File: src/rtl/const_div_iter.sv
// Iterative unsigned divide-by-constant: retires CHUNK dividend bits per cycle,
// most-significant slice first, carrying the partial remainder forward.
module const_div_iter #(
    parameter int WIDTH   = 24,
    parameter int DIVISOR = 113,
    parameter int CHUNK   = 4,
    localparam int RW     = $clog2(DIVISOR)
) (
    input  logic             clk,
    input  logic             rst_n,
    input  logic             in_valid,
    output logic             in_ready,
    input  logic [WIDTH-1:0] in_x,
    output logic             out_valid,
    input  logic             out_ready,
    output logic [WIDTH-1:0] out_q,
    output logic [RW-1:0]    out_r
);

    localparam int STEPS = (WIDTH + CHUNK - 1) / CHUNK;
    localparam int SW    = STEPS * CHUNK;
    localparam int TW    = RW + CHUNK;
    localparam int CW    = $clog2(STEPS + 1);
    localparam logic [TW-1:0] DIV_T = TW'(DIVISOR);

    if (DIVISOR < 2) begin : g_bad_divisor
        $error("const_div_iter: DIVISOR must be at least 2");
    end
    if (CHUNK < 1 || CHUNK > 8) begin : g_bad_chunk
        $error("const_div_iter: CHUNK must be in 1..8");
    end

    typedef enum logic [1:0] {IDLE, RUN, DONE} state_t;

    state_t            state, state_nx;
    logic [SW-1:0]     sr;
    logic [WIDTH-1:0]  q;
    logic [RW-1:0]     rem;
    logic [CW-1:0]     cnt;
    logic [CHUNK-1:0]  digit;
    logic [RW-1:0]     rem_nx;
    logic              accept;

    // Constant divide of a TW-bit partial dividend; since the incoming
    // remainder is below DIVISOR the quotient digit always fits in CHUNK bits.
    function automatic logic [TW-1:0] divstep(input logic [TW-1:0] t);
        return {CHUNK'(t / DIV_T), RW'(t % DIV_T)};
    endfunction

    always_comb begin
        {digit, rem_nx} = divstep({rem, sr[SW-1 -: CHUNK]});
    end

    assign accept = in_valid && (state == IDLE);

    always_ff @(posedge clk or negedge rst_n) begin
        if (!rst_n) begin
            state <= IDLE;
        end else begin
            state <= state_nx;
        end
    end

    always_comb begin
        state_nx = state;
        case (state)
            IDLE: if (in_valid) state_nx = RUN;
            RUN:  if (cnt == CW'(1)) state_nx = DONE;
            DONE: if (out_ready) state_nx = IDLE;
            default: state_nx = IDLE;
        endcase
    end

    always_comb begin
        in_ready  = (state == IDLE);
        out_valid = (state == DONE);
    end

    always_ff @(posedge clk or negedge rst_n) begin
        if (!rst_n) begin
            q   <= '0;
            rem <= '0;
            cnt <= '0;
        end else if (accept) begin
            q   <= '0;
            rem <= '0;
            cnt <= CW'(STEPS);
        end else if (state == RUN) begin
            // Quotient padding bits above WIDTH are always zero, so truncation is lossless.
            q   <= WIDTH'({q, digit});
            rem <= rem_nx;
            cnt <= cnt - CW'(1);
        end
    end

    always_ff @(posedge clk) begin
        if (accept) begin
            sr <= SW'(in_x);
        end else if (state == RUN) begin
            sr <= sr << CHUNK;
        end
    end

    assign out_q = q;
    assign out_r = rem;

endmodule

File: config.mk
export PLATFORM = sky130hd
export DESIGN_NAME = const_div_iter
export DESIGN_NICKNAME = d
export VERILOG_FILES = /design/src/rtl/const_div_iter.sv
export SDC_FILE = /design/constraint.sdc
export NUM_CORES = 1
export LEC_CHECK = 0
export BUFFER_PORTS_ARGS = -buffer_cell sky130_fd_sc_hd__buf_2
export CAP_MARGIN = 5
export CORE_ASPECT_RATIO = 0.6
export CORE_MARGIN = 2
export CORE_UTILIZATION = 30
export CTS_CLUSTER_SIZE = 16
export DETAILED_ROUTE_END_ITERATION = 8
export PLACE_DENSITY_LB_ADDON = 0.08
export SKIP_CTS_REPAIR_TIMING = 1
export SLEW_MARGIN = 20
export SYNTH_ARGS = -nofsm -noshare
export SYNTH_HDL_FRONTEND = slang
export SYNTH_SLANG_ARGS = --single-unit
File: constraint.sdc
create_clock -name clk -period 3.8 [get_ports clk]
set_input_delay 0.19 -clock clk [delete_from_list [all_inputs] [get_ports clk]]
set_output_delay 0.19 -clock clk [all_outputs]
set_load 0.05 [all_outputs]
# Word-level counts from Yosys, hierarchy flattened
# Index checks and enable logic that the tools add are counted.
# word_totals
ff_bits	60
in_bits	28
out_inout_bits	33
wordCells	30
# classes
n_addsub	1
div	2
n_eq_ne	6
n_mux	12
n_reduce_logical	4
# op_table
cell	count
24-bit two-way mux	4
7-bit two-way mux	2
11-bit by 7-bit divider with 11-bit output (second input constant)	1
11-bit by 7-bit remainder unit with 11-bit output (second input constant)	1
2-bit two-way mux	3
3-bit two-way mux	2
2-bit case mux with 3 select lines	1
2-bit inequality test (second input constant)	2
3-bit by 1-bit == test with 1-bit output (second input constant)	1
3-bit AND reduction	1
3-bit by 1-bit subtractor with 3-bit output (second input constant)	1
2-bit by 1-bit == test with 1-bit output (second input constant)	1
2-bit == test (second input constant)	1
2-bit zero test	1
2-bit by 1-bit inequality test with 1-bit output (second input constant)	1
2-bit nonzero test	1
1-bit logical AND	1

# Longest topological paths before layout
# logic_depth
ltp_word	3
ltp_mapped	18
ltp_nobuf	15

# Least setup slack after synthesis
# Ideal clock, no wire load.
# synth_path
kind	reg-to-reg
from	register rem[2], in the netlist out_r[2]
to	register rem[1], in the netlist out_r[1]
setup_time_ns	0.090
t_arrival_ns	4.251
t_required_ns	3.710
path_slack_ns	-0.541
stages_incl_launch_ff	16
path_buffers	1
synth_period_minus_slack_ns	4.341
path_cell_list	dfrtp_1 -> buf_2 -> nor3_1 -> or3_1 -> a211oi_2 -> a21oi_1 -> or2_1 -> or4b_1 -> a311oi_1 -> nor2_1 -> xnor2_1 -> ha_1 -> a21o_1 -> a31oi_4 -> mux2_1 -> o22ai_1
# synth_via
elab_chain_cells	3
# synth_rtl
item	line	text
start, declared	38	logic [RW-1:0] rem;
start signal, assigned	91	rem <= rem_nx;
11-bit by 7-bit remainder unit with 11-bit output	47	return {CHUNK'(t / DIV_T), RW'(t % DIV_T)};
7-bit two-way mux	88	end else if (state == RUN) begin
7-bit two-way mux	84	end else if (accept) begin
# Every way passes these cells. The select of a mux whose other input is x is not followed.
# A chain may end at the register's enable or synchronous reset.

# Worst setup path in the final report
# layout_path
from	register rem[1], in the netlist out_r[1]
to	register rem[5], in the netlist out_r[5]
# The elaborated chain is that of the path after synthesis.

==> impl_summary.log <==
[metrics] worst setup path endpoint: out_r[5]$_DFFE_PN0P_
[metrics] final net count: 622
[metrics] clock tree from TritonCTS: built
[metrics] number of DRC markers in iteration 0: 294
[metrics] Total Die Area: 13900 µm²
[metrics] met3 Usage GRT: 0.0463
[metrics] worst setup slack after placement: -286 ps
[metrics] Setup violations, final: 8
[metrics] synthesized-area fraction occupied by ao, oa, aoi and oai cells: 0.193
[metrics] post-synthesis to final-layout area growth: 41.4%
[metrics] number of buffers between clock root and the deepest sink: 2
[metrics] IO Pins: 61
[metrics] DIE WIDTH: 151 µm
[metrics] via count of the routed design: 3753
[metrics] remaining design rule violation count: 0
[metrics] synthesized-area fraction occupied by xor and xnor cells: 0.0319
[metrics] global-route usage over all layers: 0.180
[metrics] final weighted congestion in routability-driven placement: 0.877
[metrics] Final Critical Period: 4100 ps
[metrics] Pre-Repair DR Iteration Count: 4
[metrics] fraction of the cycle the final worst path needs: 1.08
[metrics] violations in the final reports: hold timing, setup timing
[metrics] effective utilization at floorplan: 0.305
[metrics] half-perimeter wire length after detailed placement: 9230 µm
[metrics] Least-Margin Pin Slew: 1070 ps
[metrics] distinct cell type count after synthesis: 77
[metrics] Filler Cell Count: 1287
[metrics] largest fanout on the critical path: 5
[metrics] max_slew headroom: 0.288
[metrics] Total Routed Length: 12100 µm
[metrics] Synth Area per Inst: 8.68 µm²
[metrics] maximum level of the CTS H-tree: 3
[metrics] unrepaired setup endpoints after global routing: true
[metrics] Yosys top cell area share: 0.232
[metrics] most common cell in the synthesized netlist: sky130_fd_sc_hd__nand2_1
[metrics] most used routing layer in global routing: met1
[metrics] number of flops mapped to enable cells by yosys: 24
[metrics] depth of the worst register-to-register path: 17
[metrics] number of hold-slack violations in the final timing report: 32
[metrics] pin count of the biggest net entering global routing: 42
[metrics] highest attainable clock frequency: 0.244 GHz
[metrics] data arrival time at the worst-slack endpoint: 4310 ps
[metrics] initial antenna violation count: 0
[metrics] top area cells in the synthesized netlist: sky130_fd_sc_hd__dfrtp_1 (23%), sky130_fd_sc_hd__edfxtp_1 (19%), sky130_fd_sc_hd__nand2_1 (12%)
[metrics] dominant combinational cell family by area after synthesis: simple AND/OR/NAND/NOR gates
[metrics] endpoint of the worst register-to-register path: out_r[5]$_DFFE_PN0P_
[metrics] Worst-path clk slew: 50 ps
[metrics] Inserted Clock Buffers: 9
[metrics] nature of the critical path startpoint: flop
[metrics] multiplexer area fraction after synthesis: 0.0197
[metrics] worst setup path startpoint: out_r[1]$_DFFE_PN0P_
[metrics] total of max-cap violations: 0
[metrics] number of warning messages in the yosys log: 0
[metrics] # clock sinks: 60
[metrics] average detailed-routed wire length per instance: 15.8 µm
[metrics] Placeable Area: 12700 µm²
[metrics] fraction of layout cells with a size suffix above 1: 0.374
[metrics] arithmetic-cell share of the synthesized area counting full adders, half adders and majority gates: 0.0248
[metrics] reg2reg start: out_r[1]$_DFFE_PN0P_
[metrics] final count of pins violating max slew: 0
[metrics] Die Y: 92.1 µm
[metrics] flops & latches, synth: 60
[metrics] nets in the synthesized netlist: 481
[metrics] total inserted antenna cells: 0
[metrics] Vias per Instance: 4.92
[metrics] setup slack of the critical path after layout: -304 ps
[metrics] total gr overflow: 0
[metrics] most numerous cell types in the synthesized netlist: sky130_fd_sc_hd__nand2_1 (127), sky130_fd_sc_hd__dfrtp_1 (36), sky130_fd_sc_hd__o21ai_0 (32)
[metrics] post-synthesis sequential area ratio: 0.418
[metrics] Worst Path Class, Setup: reg2reg
[metrics] instance count of the mapped netlist: 447
[metrics] capturing element type of the critical path: flop
[metrics] required time at the endpoint of the critical path: 4010 ps
[metrics] worst hold slack across all endpoints: -19.7 ps
[metrics] vias in the first global route: 3585
[metrics] setup skew after layout: 7.08 ps
[metrics] run status: finished with violations
[metrics] most used flip-flop cell after synthesis: sky130_fd_sc_hd__dfrtp_1
[metrics] class of the tightest hold or removal check: in2async
[metrics] Antenna Violating Nets Remaining: 0
[metrics] count of port buffers added during placement: 60
[metrics] insertion delay to the later sink of the worst-skew pair: 320 ps
[metrics] GR Util met2: 0.234
[metrics] global-route wire length before repair: 19400 µm
[metrics] root buf cell: sky130_fd_sc_hd__clkbuf_16
[metrics] standard-cell row count: 32
[metrics] Synth Area in Simple Gates: 0.272
[metrics] Yosys top cell by area: sky130_fd_sc_hd__dfrtp_1
[metrics] M1 GR Usage: 0.295
[metrics] fraction of registers with async set/reset: 0.600
[metrics] setup slack on the worst flop-to-flop path: -300 ps
[metrics] post-synthesis instance area: 3880 µm²
logic make-up (layout without fill, tap and decap cells):
family / count (synthesis) / in the layout
buffers and inverters: 37 / 183
XOR/XNOR: 12 / 12
multiplexers: 7 / 7
AO/OA/AOI/OAI: 103 / 103
flip-flops: 60 / 60
adder cells (fa/ha/maj): 8 / 8
AND/OR/NAND/NOR: 220 / 220
registers in the layout, indices dropped and copies added (netlist names):
name and cells:
out_r 7, state 2, cnt 3, out_q 24
sr 24
critical path, stage by stage, from the launching register on:
cell and delay, ps:
sky130_fd_sc_hd__dfrtp_2 440, sky130_fd_sc_hd__or4_4 580, sky130_fd_sc_hd__maj3_2 360, sky130_fd_sc_hd__a21oi_1 180, sky130_fd_sc_hd__nand4_1 180, sky130_fd_sc_hd__buf_4 190
sky130_fd_sc_hd__nand4_1 190, sky130_fd_sc_hd__buf_4 160, sky130_fd_sc_hd__nand4b_4 190, sky130_fd_sc_hd__xor2_4 260, sky130_fd_sc_hd__nor2_4 60, sky130_fd_sc_hd__xnor2_2 170
sky130_fd_sc_hd__ha_2 180, sky130_fd_sc_hd__a21o_1 200, sky130_fd_sc_hd__a31oi_4 210, sky130_fd_sc_hd__buf_4 170, sky130_fd_sc_hd__o21ai_1 60, sky130_fd_sc_hd__a31o_1 220
worst min-delay path by stage:
stage / from / end / slack [ps]
after floorplan: rst_n / cnt[0]$_DFFE_PN0P_ / -110
after global placement: rst_n / out_q[20]$_DFFE_PN0P_ / 330
after detailed placement: rst_n / out_q[22]$_DFFE_PN0P_ / 330
after CTS: rst_n / out_q[22]$_DFFE_PN0P_ / -5
after global routing: rst_n / out_r[0]$_DFFE_PN0P_ / 30
final: rst_n / out_q[22]$_DFFE_PN0P_ / -20
stage by stage:
step	std cells	cell area (µm²)	TNS (ps)	hold slack (ps)	util
3_5_place_dp	738	5020	-1610	335	0.395
5_1_grt	763	5490	-3030	31.3	0.431
6_report	763	5490	-1820	-19.7	0.431
4_1_cts	754	5320	-1810	-4.90	0.417
3_3_place_gp	738	5020	-1620	329	0.395
2_1_floorplan	447	3990	-605	-106	-
per-layer routing:
layer | vias up | wire length [µm]
li1 | 1881 | -
met1 | 1787 | 6660
met2 | 83 | 4760
met3 | 2 | 656
met4 | 0 | 14
met5 | - | 0
cells in the final DEF (no fill, tap or decap), types with 7 or more instances in the layout:
cell type                   instances
sky130_fd_sc_hd__nand2_1          126
sky130_fd_sc_hd__buf_4             94
sky130_fd_sc_hd__buf_2             60
sky130_fd_sc_hd__o21ai_0           31
sky130_fd_sc_hd__dfrtp_1           29
sky130_fd_sc_hd__edfxtp_1          24
sky130_fd_sc_hd__nor2_1            16
sky130_fd_sc_hd__nand3_1           14
sky130_fd_sc_hd__inv_1             12
sky130_fd_sc_hd__a21oi_1           11
sky130_fd_sc_hd__clkbuf_16         10
sky130_fd_sc_hd__and3_1             9
sky130_fd_sc_hd__nor3_1             7
sky130_fd_sc_hd__dfrtp_2            7
area by class of cell:
type                            count  area [µm²]  share of cell area
Clock buffer                       13         272              0.0495
Clock inverter                      3        18.8             0.00342
Inverter                           12        45.0             0.00821
Multi-Input combinational cell    350        2280               0.416
Sequential cell                    60        1630               0.297
Tap cell                          170         213              0.0388
Timing Repair Buffer              155        1030               0.187
Power is left out: the tool's default activity adds up to more than one toggle a clock period on the data nets, which glitch-free logic cannot reach.
